<file path="src/rtl/uart_pkg.sv">
// Shared definitions for the parametrised UART blocks: FSM states, bit timing
// derivation and the legal data-width range.
package uart_pkg;

    localparam int DATA_BITS_MIN = 5;
    localparam int DATA_BITS_MAX = 9;

    typedef enum logic [2:0] {
        ST_IDLE   = 3'd0,
        ST_START  = 3'd1,
        ST_DATA   = 3'd2,
        ST_PARITY = 3'd3,
        ST_STOP   = 3'd4
    } uart_state_e;

    typedef struct packed {
        int cycle;
        int mid;
    } bit_timing_t;

    // cycle is clocks per bit; mid is the centre count, sampled together with its neighbours
    function automatic bit_timing_t calc_bit_timing(input int clk_fre, input int baud_rate);
        bit_timing_t t;
        t.cycle = (clk_fre * 1000000) / baud_rate;
        t.mid   = t.cycle / 2 - 1;
        return t;
    endfunction

endpackage

</file>
<file path="src/rtl/uart_rx_param_if.sv">
// Consumer-side stream interface of the parametrised UART receiver:
// data/valid/ready handshake plus per-frame error flags and status.
interface uart_rx_param_if #(
    parameter int DATA_BITS = 8
);
    logic                 rx_data_ready;
    logic                 rx_err_clr;
    logic                 rx_data_valid;
    logic [DATA_BITS-1:0] rx_data;
    logic                 rx_frame_err;
    logic                 rx_parity_err;
    logic                 rx_overrun;
    logic                 rx_busy;

    modport master (
        input  rx_data_ready,
        input  rx_err_clr,
        output rx_data_valid,
        output rx_data,
        output rx_frame_err,
        output rx_parity_err,
        output rx_overrun,
        output rx_busy
    );

    modport slave (
        output rx_data_ready,
        output rx_err_clr,
        input  rx_data_valid,
        input  rx_data,
        input  rx_frame_err,
        input  rx_parity_err,
        input  rx_overrun,
        input  rx_busy
    );
endinterface

</file>
<file path="src/rtl/uart_bit_timer.sv">
// Per-bit counter 0..CYCLE-1 with strobes at MID-1, MID, MID+1 and end of bit.
// Shared between the UART receiver and transmitter.
module uart_bit_timer #(
    parameter int CYCLE = 434,
    parameter int MID   = 216
)(
    input  logic clk,
    input  logic rst,
    input  logic clear,
    output logic sample_early,
    output logic sample_mid,
    output logic sample_late,
    output logic bit_end
);
    logic [15:0] cnt_reg;
    logic [15:0] cnt_next;

    assign sample_early = (cnt_reg == 16'(MID - 1));
    assign sample_mid   = (cnt_reg == 16'(MID));
    assign sample_late  = (cnt_reg == 16'(MID + 1));
    assign bit_end      = (cnt_reg == 16'(CYCLE - 1));

    always_comb begin
        cnt_next = cnt_reg + 16'd1;
        if (clear || bit_end) begin
            cnt_next = '0;
        end
    end

    always_ff @(posedge clk) begin
        if (rst) begin
            cnt_reg <= '0;
        end else begin
            cnt_reg <= cnt_next;
        end
    end

endmodule

</file>
<file path="src/rtl/uart_rx_param.sv">
// Parametrised UART receiver with 3-sample majority voting and a one-entry
// output register. Optional parity bit enabled by macro UART_RX_PARITY_EN.
module uart_rx_param
    import uart_pkg::*;
#(
    parameter int CLK_FRE    = 50,
    parameter int BAUD_RATE  = 115200,
    parameter int DATA_BITS  = 8,
    parameter int STOP_BITS  = 1,
    parameter int PARITY_ODD = 0
)(
    input  logic            clk,
    input  logic            rst,
    input  logic            rx_pin,
    uart_rx_param_if.master rx_if
);
    localparam bit_timing_t TIMING    = calc_bit_timing(CLK_FRE, BAUD_RATE);
    localparam int          CYCLE     = TIMING.cycle;
    localparam int          MID       = TIMING.mid;
    localparam logic [3:0]  LAST_BIT  = 4'(DATA_BITS - 1);
    localparam logic        LAST_STOP = 1'(STOP_BITS - 1);
    localparam logic        PAR_SENSE = 1'(PARITY_ODD);

    // Synchroniser and edge history start high so reset never looks like a start bit
    logic rx_meta_reg;
    logic rx_sync_reg;
    logic rx_prev_reg;
    logic fall_edge;

    always_ff @(posedge clk) begin
        if (rst) begin
            rx_meta_reg <= 1'b1;
            rx_sync_reg <= 1'b1;
            rx_prev_reg <= 1'b1;
        end else begin
            rx_meta_reg <= rx_pin;
            rx_sync_reg <= rx_meta_reg;
            rx_prev_reg <= rx_sync_reg;
        end
    end

    assign fall_edge = rx_prev_reg & ~rx_sync_reg;

    uart_state_e state_reg;
    uart_state_e state_next;

    logic sample_early;
    logic sample_mid;
    logic sample_late;
    logic bit_end;

    uart_bit_timer #(
        .CYCLE (CYCLE),
        .MID   (MID)
    ) u_bit_timer (
        .clk          (clk),
        .rst          (rst),
        .clear        (state_reg == ST_IDLE),
        .sample_early (sample_early),
        .sample_mid   (sample_mid),
        .sample_late  (sample_late),
        .bit_end      (bit_end)
    );

    // The third vote input is the live synchronised line at MID+1
    logic samp_early_reg;
    logic samp_mid_reg;
    logic vote;

    always_ff @(posedge clk) begin
        if (rst) begin
            samp_early_reg <= 1'b1;
            samp_mid_reg   <= 1'b1;
        end else begin
            if (sample_early) samp_early_reg <= rx_sync_reg;
            if (sample_mid)   samp_mid_reg   <= rx_sync_reg;
        end
    end

    assign vote = (samp_early_reg & samp_mid_reg) |
                  (samp_early_reg & rx_sync_reg)  |
                  (samp_mid_reg   & rx_sync_reg);

    logic [3:0] bit_cnt_reg;
    logic       stop_cnt_reg;
    logic       last_stop;

    assign last_stop = (stop_cnt_reg == LAST_STOP);

    always_comb begin
        state_next = state_reg;
        case (state_reg)
            ST_IDLE: begin
                if (fall_edge) state_next = ST_START;
            end
            ST_START: begin
                if (sample_late && vote) state_next = ST_IDLE;
                else if (bit_end)        state_next = ST_DATA;
            end
            ST_DATA: begin
                if (bit_end && bit_cnt_reg == LAST_BIT) begin
`ifdef UART_RX_PARITY_EN
                    state_next = ST_PARITY;
`else
                    state_next = ST_STOP;
`endif
                end
            end
`ifdef UART_RX_PARITY_EN
            ST_PARITY: begin
                if (bit_end) state_next = ST_STOP;
            end
`endif
            ST_STOP: begin
                // Leave at the last vote rather than end of bit to catch back-to-back frames
                if (sample_late && last_stop) state_next = ST_IDLE;
            end
            default: state_next = ST_IDLE;
        endcase
    end

    always_ff @(posedge clk) begin
        if (rst) begin
            state_reg    <= ST_IDLE;
            bit_cnt_reg  <= '0;
            stop_cnt_reg <= 1'b0;
        end else begin
            state_reg <= state_next;
            if (state_reg != ST_DATA) bit_cnt_reg <= '0;
            else if (bit_end)         bit_cnt_reg <= bit_cnt_reg + 4'd1;
            if (state_reg != ST_STOP) stop_cnt_reg <= 1'b0;
            else if (bit_end)         stop_cnt_reg <= ~stop_cnt_reg;
        end
    end

    logic                 bit_store;
    logic [DATA_BITS-1:0] bit_sel;
    logic [DATA_BITS-1:0] data_reg;

    assign bit_store = (state_reg == ST_DATA) && sample_late;

    generate
        for (genvar gi = 0; gi < DATA_BITS; gi++) begin : g_bit_sel
            assign bit_sel[gi] = bit_store && (bit_cnt_reg == 4'(gi));
        end
    endgenerate

    always_ff @(posedge clk) begin
        if (rst) begin
            data_reg <= '0;
        end else begin
            for (int i = 0; i < DATA_BITS; i++) begin
                if (bit_sel[i]) data_reg[i] <= vote;
            end
        end
    end

    logic ferr_reg;
    logic deliver_reg;
    logic perr_frame;

    always_ff @(posedge clk) begin
        if (rst) begin
            ferr_reg    <= 1'b0;
            deliver_reg <= 1'b0;
        end else begin
            if (state_reg == ST_STOP && sample_late && !stop_cnt_reg) ferr_reg <= ~vote;
            deliver_reg <= (state_reg == ST_STOP) && sample_late && last_stop;
        end
    end

`ifdef UART_RX_PARITY_EN
    logic par_bit_reg;

    always_ff @(posedge clk) begin
        if (rst) begin
            par_bit_reg <= 1'b0;
        end else if (state_reg == ST_PARITY && sample_late) begin
            par_bit_reg <= vote;
        end
    end

    assign perr_frame = ((^data_reg) ^ par_bit_reg) != PAR_SENSE;
`else
    // PARITY_ODD has no effect without a parity bit
    assign perr_frame = PAR_SENSE & 1'b0;
`endif

    // One-entry holding register; a new frame is dropped only if the old one is not leaving
    logic                 valid_reg;
    logic [DATA_BITS-1:0] data_out_reg;
    logic                 ferr_out_reg;
    logic                 perr_out_reg;
    logic                 overrun_reg;
    logic                 transfer;

    assign transfer = valid_reg && rx_if.rx_data_ready;

    always_ff @(posedge clk) begin
        if (rst) begin
            valid_reg    <= 1'b0;
            data_out_reg <= '0;
            ferr_out_reg <= 1'b0;
            perr_out_reg <= 1'b0;
            overrun_reg  <= 1'b0;
        end else begin
            if (deliver_reg && (!valid_reg || transfer)) begin
                valid_reg    <= 1'b1;
                data_out_reg <= data_reg;
                ferr_out_reg <= ferr_reg;
                perr_out_reg <= perr_frame;
            end else if (transfer) begin
                valid_reg <= 1'b0;
            end
            if (deliver_reg && valid_reg && !transfer) overrun_reg <= 1'b1;
            else if (rx_if.rx_err_clr)                 overrun_reg <= 1'b0;
        end
    end

    assign rx_if.rx_data_valid = valid_reg;
    assign rx_if.rx_data       = data_out_reg;
    assign rx_if.rx_frame_err  = ferr_out_reg;
    assign rx_if.rx_parity_err = perr_out_reg;
    assign rx_if.rx_overrun    = overrun_reg;
    assign rx_if.rx_busy       = (state_reg != ST_IDLE);

endmodule

</file>
<file path="src/flat_wrapper.sv">
// flat-port wrapper written by rule: the top's interface ports become plain ports
module uart_rx_param_flat import uart_pkg::*;
#(
    parameter int CLK_FRE    = 50,
    parameter int BAUD_RATE  = 115200,
    parameter int DATA_BITS  = 8,
    parameter int STOP_BITS  = 1,
    parameter int PARITY_ODD = 0
)
  (clk, rst, rx_pin, rx_if_rx_data_ready, rx_if_rx_err_clr, rx_if_rx_data_valid, rx_if_rx_data, rx_if_rx_frame_err, rx_if_rx_parity_err, rx_if_rx_overrun, rx_if_rx_busy);
  uart_rx_param_if #(.DATA_BITS(DATA_BITS)) rx_if_i ();
  input  logic clk;
  input  logic rst;
  input  logic rx_pin;
  input wire logic [$bits(rx_if_i.rx_data_ready)-1:0] rx_if_rx_data_ready;
  input wire logic [$bits(rx_if_i.rx_err_clr)-1:0] rx_if_rx_err_clr;
  output wire logic [$bits(rx_if_i.rx_data_valid)-1:0] rx_if_rx_data_valid;
  output wire logic [$bits(rx_if_i.rx_data)-1:0] rx_if_rx_data;
  output wire logic [$bits(rx_if_i.rx_frame_err)-1:0] rx_if_rx_frame_err;
  output wire logic [$bits(rx_if_i.rx_parity_err)-1:0] rx_if_rx_parity_err;
  output wire logic [$bits(rx_if_i.rx_overrun)-1:0] rx_if_rx_overrun;
  output wire logic [$bits(rx_if_i.rx_busy)-1:0] rx_if_rx_busy;
  assign rx_if_i.rx_data_ready = rx_if_rx_data_ready;
  assign rx_if_i.rx_err_clr = rx_if_rx_err_clr;
  assign rx_if_rx_data_valid = rx_if_i.rx_data_valid;
  assign rx_if_rx_data = rx_if_i.rx_data;
  assign rx_if_rx_frame_err = rx_if_i.rx_frame_err;
  assign rx_if_rx_parity_err = rx_if_i.rx_parity_err;
  assign rx_if_rx_overrun = rx_if_i.rx_overrun;
  assign rx_if_rx_busy = rx_if_i.rx_busy;
  uart_rx_param #(.CLK_FRE(CLK_FRE), .BAUD_RATE(BAUD_RATE), .DATA_BITS(DATA_BITS), .STOP_BITS(STOP_BITS), .PARITY_ODD(PARITY_ODD)) u_core (.clk(clk), .rst(rst), .rx_pin(rx_pin), .rx_if(rx_if_i));
endmodule
</file>
<file path="config.mk">
export PLATFORM = sky130hd
export DESIGN_NAME = uart_rx_param_flat
export DESIGN_NICKNAME = d
export VERILOG_FILES = /design/src/rtl/uart_pkg.sv /design/src/rtl/uart_rx_param_if.sv /design/src/rtl/uart_bit_timer.sv /design/src/rtl/uart_rx_param.sv /design/src/flat_wrapper.sv
export SDC_FILE = /design/constraint.sdc
export NUM_CORES = 1
export LEC_CHECK = 0
export BUFFER_PORTS_ARGS = -buffer_cell sky130_fd_sc_hd__buf_2
export CORE_ASPECT_RATIO = 2
export CORE_MARGIN = 5
export CORE_UTILIZATION = 59
export CTS_CLUSTER_SIZE = 10
export DETAILED_ROUTE_END_ITERATION = 12
export PLACE_DENSITY_LB_ADDON = 0.08
export SETUP_SLACK_MARGIN = 0.1
export SYNTH_ARGS = -nofsm -noshare
export SYNTH_HDL_FRONTEND = slang
export SYNTH_HIERARCHICAL = 1
export SYNTH_SLANG_ARGS = --single-unit
</file>
<file path="constraint.sdc">
create_clock -name clk -period 2.47 [get_ports clk]
set_input_delay 0.247 -clock clk [delete_from_list [all_inputs] [get_ports clk]]
set_output_delay 0.247 -clock clk [all_outputs]
set_load 0.02 [all_outputs]
</file>
* Word level (Yosys, flattened, before mapping)
Cells that the tools add are included.
Storage, ports and cells: flip-flop bits (word level) 50, bits of input ports 5
Operators by class: add/subtract/negate cells 2, equality and inequality tests 20, muxes and demuxes 10, bitwise operators 9, reductions and logical operators 33
Operators by type and width (number):
- $eq 16x8->1 const B | 3
- $logic_and 1x1->1 | 19
- $add 16x1->16 const B | 1
- $eq 16x9->1 const B | 1
- $eq 4x3->1 const B | 4
- $mux 3 | 5
- $pmux 3 s4 | 1
- $eq 4x2->1 const B | 2
- $ne 2x1->1 const B | 3
- $reduce_or 2->1 | 3
- $add 4x1->4 const B | 1
- $and 1x1->1 | 4
- $eq 4x1->1 const B | 1
- $logic_not 4->1 | 1
- $mux 1 | 4
- $reduce_and 4->1 | 1
- $reduce_bool 2->1 | 2
- $eq 3x1->1 const B | 1
- $eq 3x2->1 const B | 1
- $eq 3x3->1 const B | 1
- $logic_not 1->1 | 3
- $logic_not 3->1 | 1
- $ne 3x1->1 const B | 1
- $ne 3x2->1 const B | 1
- other kinds (5) | 9

* Longest topological paths before layout
Gate-level depths: netlist of the first run.
depth after elaboration 6, depth in mapped cells 9, gate-level depth less buffers 8

* By module
Netlist of the first run, hierarchy kept.
Modules (own cells, without submodules):
- uart_rx_param | instances 1, cells each 150, area an instance 1471.4 µm², sequential area each 680.7 µm²
- uart_bit_timer | instances 1, cells each 96, area an instance 885.8 µm², sequential area each 320.3 µm²

* Least setup slack after synthesis of the first run
No wires, ideal clock.
path type register -> register, start register u_core.u_bit_timer.cnt_reg[1], end register u_core.state_reg[1], library setup time 103 ps, arrival 1828 ps, setup slack 538 ps, cell stages (with the launch flop) 10, path buffers 1, clock period less this slack 1932 ps, cell sequence dfxtp_1 > inv_1 > ha_1 > nor4b_1 > and4_4 > buf_6 > and4b_1 > a211oi_1 > nor3_1 > a2111oi_2
Between the ends: word-level cells in the longest chain between the ends 4, elaborated cells between the ends (all ways) 11, classes of those cells eq/ne: 5; mux: 2; reduce/logical: 4
Ends and longest elaborated chain:
- start: declaration | line uart_bit_timer.sv:15 | logic [15:0] cnt_reg;
- start signal: assignment | line uart_bit_timer.sv:34 | cnt_reg <= cnt_next;
- $eq 16x9->1 (*) | line uart_bit_timer.sv:21 | assign bit_end = (cnt_reg == 16'(CYCLE - 1));
- via u_core.bit_end | line uart_rx_param.sv:50 | logic bit_end;
- $logic_and 1x1->1 | line uart_rx_param.sv:101 | if (bit_end && bit_cnt_reg == LAST_BIT) begin
- $ne 2x1->1 (no source line)
- $reduce_and 4->1 (no source line) (*)
- end signal: assignment | line uart_rx_param.sv:128 | state_reg <= state_next;
- end: declaration | line uart_rx_param.sv:44 | uart_state_e state_reg;
Mark *: on every way through the listed nets, which the timed path passes. The rest lies on a longest branch. A chain may end at the register's enable or synchronous reset.

* Worst setup path in the final report of the first run
start register u_core.u_bit_timer.cnt_reg[9], end register u_core.state_reg[1]
Between the ends: word-level cells in the longest chain between the ends 4, elaborated cells between the ends (all ways) 11, classes of those cells eq/ne: 5; mux: 2; reduce/logical: 4
Ends and longest elaborated chain:
- $eq 16x8->1 (*) | line uart_bit_timer.sv:20 | assign sample_late = (cnt_reg == 16'(MID + 1));
- via u_core.sample_late | line uart_rx_param.sv:49 | logic sample_late;
- $logic_and 1x1->1, on equally long branches | line uart_rx_param.sv:97, uart_rx_param.sv:116
- $ne 3x1->1 (no source line) (tied with other cells)
- $reduce_and 4->1 (no source line) / $pmux 3 s4 (equally long branches)
Marks and branches as above.

==> results of run 1 <==
-- layout make-up --
cell class | count | share of cell area [%]
tap | 51 | 2.520
clock buffer | 6 | 3.261
multi-input combinational | 169 | 48.12
inverter | 11 | 1.630
sequential | 50 | 39.53
timing repair buffer | 22 | 4.941
-- cell families after synthesis --
group	count (synthesis)	synth area share (%)
AOI/OAI and AO/OA	12	3.980
xor gates and xnor gates	18	6.688
adders and majority gates	8	4.193
buffers and inverters	27	6.104
DFF	50	42.46
muxes	18	7.643
other	1	0.1591
and+or+nand+nor	112	28.77
-- worst reg2reg max path: cells and delay by family (launching register included) --
family,cells,cell delay [ps]
simple gates,7,1470
flops,1,380
compound gates,1,90
-- cell usage after synthesis, drive strengths merged --
| master | number |
|---|---|
| inv | 11 |
| and4 | 2 |
| nor4b | 2 |
| nand2b | 4 |
| a211oi | 2 |
| clkbuf | 6 |
| nand3 | 4 |
| a2111oi | 1 |
| or4b | 1 |
| nor4bb | 1 |
| mux2i | 18 |
| nand4 | 11 |
| ha | 7 |
| nor3b | 3 |
| nand4b | 4 |
| xnor2 | 15 |
| a211o | 4 |
| nand2 | 5 |
| dfxtp | 50 |
| nor3 | 10 |
| or2 | 3 |
| or3 | 2 |
| a31oi | 1 |
| buf | 10 |
| xor2 | 3 |
| conb | 1 |
| and4b | 1 |
| nor4 | 7 |
| nor2 | 45 |
| and2 | 2 |
| a21oi | 3 |
| maj3 | 1 |
| nor2b | 5 |
| o21a | 1 |
-- path summary, 6_finish.rpt --
path                                            start                               end  slack (ps)  cells past startpoint
max          u_core/u_bit_timer/cnt_reg[9]$_SDFF_PP0_  u_core/state_reg[1]$_SDFFE_PP0P_         390                      8
min reg2reg             u_core/rx_meta_reg$_SDFF_PP1_     u_core/rx_sync_reg$_SDFF_PP1_         410                      1
max reg2reg  u_core/u_bit_timer/cnt_reg[9]$_SDFF_PP0_  u_core/state_reg[1]$_SDFFE_PP0P_         390                      8
min                                            rx_pin     u_core/rx_meta_reg$_SDFF_PP1_         130                      2
-- per-layer routing --
layer  vias up  wire length, um  GRT usage, %
met4         0               88         7.678
met1       817             1595         16.15
met3         7              139         3.598
li1        861                -             -
met5         -                0             0
met2        23             2416         32.94
-- cells in the final DEF (no fill, tap or decap), types with 2 or more instances in the layout --
cell type	n
clkbuf_8	6
nand3_1	4
nor3b_1	3
a211o_1	4
nor4_1	6
ha_1	7
inv_1	11
dfxtp_1	50
a21oi_1	3
nand4b_1	4
nor3_1	10
xnor2_1	15
buf_2	16
nand2_1	5
nand4_1	11
and4_4	2
nor2_4	8
xor2_1	3
nor2_2	2
nand2b_1	4
or2_2	3
buf_4	6
nor2b_1	5
nor2_1	35
a211oi_1	2
and2_1	2
mux2i_1	18
or3_1	2
-- metrics by stage --
| stage | cell area, um^2 | hold slack (ps) | utilization, % |
|---|---|---|---|
| after CTS | 2526 | 127.1 | 65.05 |
| after global placement | 2444 | 391.5 | 62.92 |
| after global routing | 2532 | 136.5 | 65.21 |
| after floorplan | 2357 | 323.0 | - |
| after detailed placement | 2444 | 393.6 | 62.92 |
| final | 2532 | 131.9 | 65.21 |
-- power groups by stage --
| stage | clock, mW | sequential (mW) | combinational, mW |
|---|---|---|---|
| after global placement | 0 | 0.830 | 0.0366 |
| after global routing | 0.494 | 0.812 | 0.0405 |
| final | 0.452 | 0.811 | 0.0361 |
| after CTS | 0.467 | 0.811 | 0.0367 |
| after detailed placement | 0 | 0.830 | 0.0366 |
| after floorplan | 0 | 0.830 | 0.0292 |
-- timing repair --
action,CTS,global route
gates resized for setup,0,1
hold buffers,0,0
setup endpoints to repair,0,12
hold endpoints to repair,0,0
==> impl_metrics.tcl, run 1 <==
set metrics [dict create \
    ant_nets 0 \
    die_width_um 54.70 \
    total_power_mw 1.300 \
    antenna_found_initial 0 \
    worstPathMaxFanout 6 \
    cap_violations 0 \
    criticalPathCategory "reg -> reg" \
    max_slew_margin_pct 61.39 \
    nets 271 \
    dp_hpwl_mm 3.199 \
    grt_overflow_total 0 \
    finalCritPeriodShare_pct 84.29 \
    finalMaxSlewViolations 0 \
    gp_congestion 0.8563 \
    leakage_nw 0.9695 \
    root_buffer "clkbuf_8" \
    synth_top_area_share_pct 42.46 \
    vias 1708 \
    dpl.cell_count 303 \
    clock_sinks 50 \
    post_cts_buffers 0 \
    wl_per_cell_um 13.72 \
    syn-instance-count 246 \
    cts_max_path_buffers 2 \
    largest_reg_flops 16 \
    multiInputGateArea_um2 1219 \
    seqPwrFrac_pct 62.4 \
    final_layout_size_suffix_gt1_share_pct 18.60 \
    grt_pass1_vias 1678 \
    die_area_um2 5436 \
    synth_cell_types 42 \
    synth_area_per_cell_um2 9.582 \
    routed_via_density 5.528 \
    ioPinCount 18 \
    layout_setup_ws_ps 388.1 \
    setup.worst_path.start_class "register" \
    hold_violations 0 \
    p_per_area_nw_per_um2 513.3 \
    synthTopCellsByArea "dfxtp_1 (42%), mux2i_1 (7.6%), nor2_1 (5.6%), xnor2_1 (5.6%), nor2_4 (3.8%)" \
    period_minus_slack_ps 2082 \
    grt_first_pass_wirelength_mm 7.113 \
    crit_chain "nor4_2, nand4_1, nor3b_1, and2_1, nor2b_1, nor2_1, nor3_1, a2111oi_2" \
    place_ws_ps 313.3 \
    cts_tree "yes" \
    min_path_type "in -> reg" \
    grt_start_max_net_pins 33 \
    max_stage_delay_ps 380 \
    skew_ps 5.319 \
    fill_cells 341 \
    internal-power_mw 1.037 \
    synth-seq-cells 50 \
    layout.cells.non_filler 309 \
    cts_buffers 5 \
    end_kind "register" \
    yosys.area.top_type "dfxtp_1" \
    drtIter0Drc 38 \
    io_buffers 16 \
    pwr-share-comb_pct 2.8 \
    n_antenna_cell 0 \
    synthesis.nets 258 \
    status "finished, final reports clean" \
    tns_ps 0 \
    rows 32 \
    path_clk_slew_ps 80 \
    die_height_um 99.39 \
    firstDrtPassIters 4 \
    drc_errors 0 \
    grt_use_total_pct 17.36 \
    seq_area_frac_synth_pct 42.46 \
    clock.fmax_ghz 0.4803 \
    ff_latch_area_um2 1001 \
    worst-path-buf-inv 0 \
    slowest_stage "dfxtp_1" \
    pwr-share-clk_pct 34.8 \
    ir_drop_v 0.0005860 \
    clkLatencyLatePin_ps 290 \
    path_delay_family "simple AND/OR/NAND/NOR gates" \
    area_delta_synth_final_pct 7.431 \
    switching_share_pct 20.26 \
    p_sw_mw 0.2634 \
    wl_mm 4.239 \
    netlist_area_um2 2357 \
    start_util_pct 60.70 \
    crit_arrival_ps 2240 \
    core_area_um2 3884 \
    yosys_warnings 6 \
    critical_path_required_ps 2630 \
    worstMarginPinSlew_ps 579.1 \
    setup_viol 0 \
    rsz0062_at_grt "no" \
    h-tree-depth 2 \
]
Note: power is estimated with default switching activity, not from simulation.
==> inputs of run 2 (changes only) <==
Settings changed: CORE_UTILIZATION 59 to 53.
Clock period 2.47 ns to 1.75 ns, I/O delays scaled along.
==> impl_metrics.tcl, run 2 (synthesis results as in run 1) <==
set metrics [dict create \
    status "complete, but fails checks" \
    violations "negative setup slack" \
    ant_nets 0 \
    clkLatencyLatePin_ps 310 \
    nets 307 \
    period_minus_slack_ps 1894 \
    path_clk_slew_ps 90 \
    leakage_nw 1.199 \
    cap_violations 0 \
    crit_arrival_ps 2100 \
    worstPathMaxFanout 3 \
    die_height_um 104.3 \
    layout_setup_ws_ps -143.8 \
    tns_ps -1196 \
    n_antenna_cell 0 \
    hold_violations 0 \
    largest_reg_flops 16 \
    die_area_um2 5962 \
    p_per_area_nw_per_um2 650.6 \
    finalCritPeriodShare_pct 108.2 \
    criticalPathCategory "reg -> reg" \
    layout_commonest_cell "dfxtp_1" \
    final_layout_size_suffix_gt1_share_pct 40.54 \
    io_buffers 16 \
    place_ws_ps -297.9 \
    cts_tree "yes" \
    clock.fmax_ghz 0.5281 \
    grt_start_max_net_pins 28 \
    cts_buffers 5 \
    critical_path_required_ps 1960 \
    grt_overflow_total 0 \
    slowest_stage "dfxtp_2" \
    total_power_mw 2.023 \
    h-tree-depth 2 \
    cts_hold_buf 0 \
    vias 1889 \
    die_width_um 57.16 \
    clock_sinks 50 \
    antenna_found_initial 0 \
    path_delay_family "simple AND/OR/NAND/NOR gates" \
    root_buffer "clkbuf_8" \
    min_path_type "in -> reg" \
    skew_ps 6.639 \
    grt_first_pass_wirelength_mm 8.273 \
    worst-path-buf-inv 0 \
    grt_pass1_vias 1834 \
    wl_per_cell_um 14.81 \
    core_area_um2 4339 \
    start_util_pct 54.33 \
    max_stage_delay_ps 340 \
    drtIter0Drc 46 \
    crit_chain "nor4bb_4, nand4_1, nor3b_2, and2_4, nor2b_4, a211o_1, a21oi_2, a2111oi_2" \
    setup.worst_path.start_class "register" \
    drc_errors 0 \
    rows 34 \
    mostFrequentLayoutCells "dfxtp_1 (42), buf_4 (35), nor2_1 (28), mux2i_1 (18), buf_2 (16)" \
    gp_congestion 0.8996 \
    wl_mm 5.183 \
    firstDrtPassIters 4 \
    finalMaxSlewViolations 0 \
    end_kind "register" \
    dp_hpwl_mm 3.581 \
    ir_drop_v 0.0007728 \
    grt_use_total_pct 17.68 \
    whs_ps 49.19 \
    routed_via_density 5.397 \
    cts_max_path_buffers 2 \
    setup_viol 12 \
    area_delta_synth_final_pct 31.90 \
    fill_cells 356 \
    rsz0062_at_grt "yes" \
    ioPinCount 18 \
]
[run 2: changes by cell type in the layout (fill, tap and decap cells not counted), moves of 2 or more]
cell,delta
buf_6,+4
nor3_1,-4
nor2_4,+7
dfxtp_1,-8
buf_4,+29
ha_1,-2
ha_4,+2
nor3_2,+3
clkinvlp_4,+2
nor2_1,-7
dfxtp_2,+8
nor4_1,-2
[run 2: cell type report]
class | instances | area [um^2] | share of cell area (%)
sequential | 50 | 1011 | 32.52
inverter | 11 | 41.29 | 1.328
multi-input combinational | 169 | 1425 | 45.84
timing repair buffer | 58 | 450.4 | 14.49
tap | 54 | 67.56 | 2.173
clock buffer | 5 | 68.82 | 2.213
clock inverter | 3 | 45.04 | 1.449
[run 2: timing repair]
action                                  CTS  global route
pin swaps                                13            30
buffers inserted                          5             6
endpoints found under the setup margin   32            36
resized for setup                        18            28
cloned                                    1             0
[run 2: final timing paths]
path / start / end / cells after the start / slack [ps]
setup / recovery: u_core/u_bit_timer/cnt_reg[8]$_SDFF_PP0_ / u_core/state_reg[1]$_SDFFE_PP0P_ / 8 / -140
hold / removal: rx_pin / u_core/rx_meta_reg$_SDFF_PP1_ / 2 / 50
setup reg to reg: u_core/u_bit_timer/cnt_reg[8]$_SDFF_PP0_ / u_core/state_reg[1]$_SDFFE_PP0P_ / 8 / -140
hold reg to reg: u_core/rx_meta_reg$_SDFF_PP1_ / u_core/rx_sync_reg$_SDFF_PP1_ / 1 / 420
[run 2: through the flow]
step	utilization, %	cells	instance area, um^2
after detailed placement	61.53	330	2670
after global placement	61.53	330	2670
after global routing	71.66	350	3109
after floorplan	-	246	2397
after CTS	67.56	344	2932
final	71.66	350	3109
[run 2: power breakdown]
group / leakage, nW / switching (mW) / internal [mW]
combinational: 0.741 / 0.0425 / 0.0281
sequential: 0.407 / 0.00432 / 1.14
clock: 0.0504 / 0.382 / 0.425
[run 2: metal layers]
metal | global-route usage (%) | part of all wire (%) | up-vias
met1 | 15.70 | 33 | 919
met4 | 8.126 | 2.5 | 0
met5 | 0 | 0 | -
met2 | 35.92 | 61 | 27
li1 | - | - | 932
met3 | 2.609 | 3.0 | 11
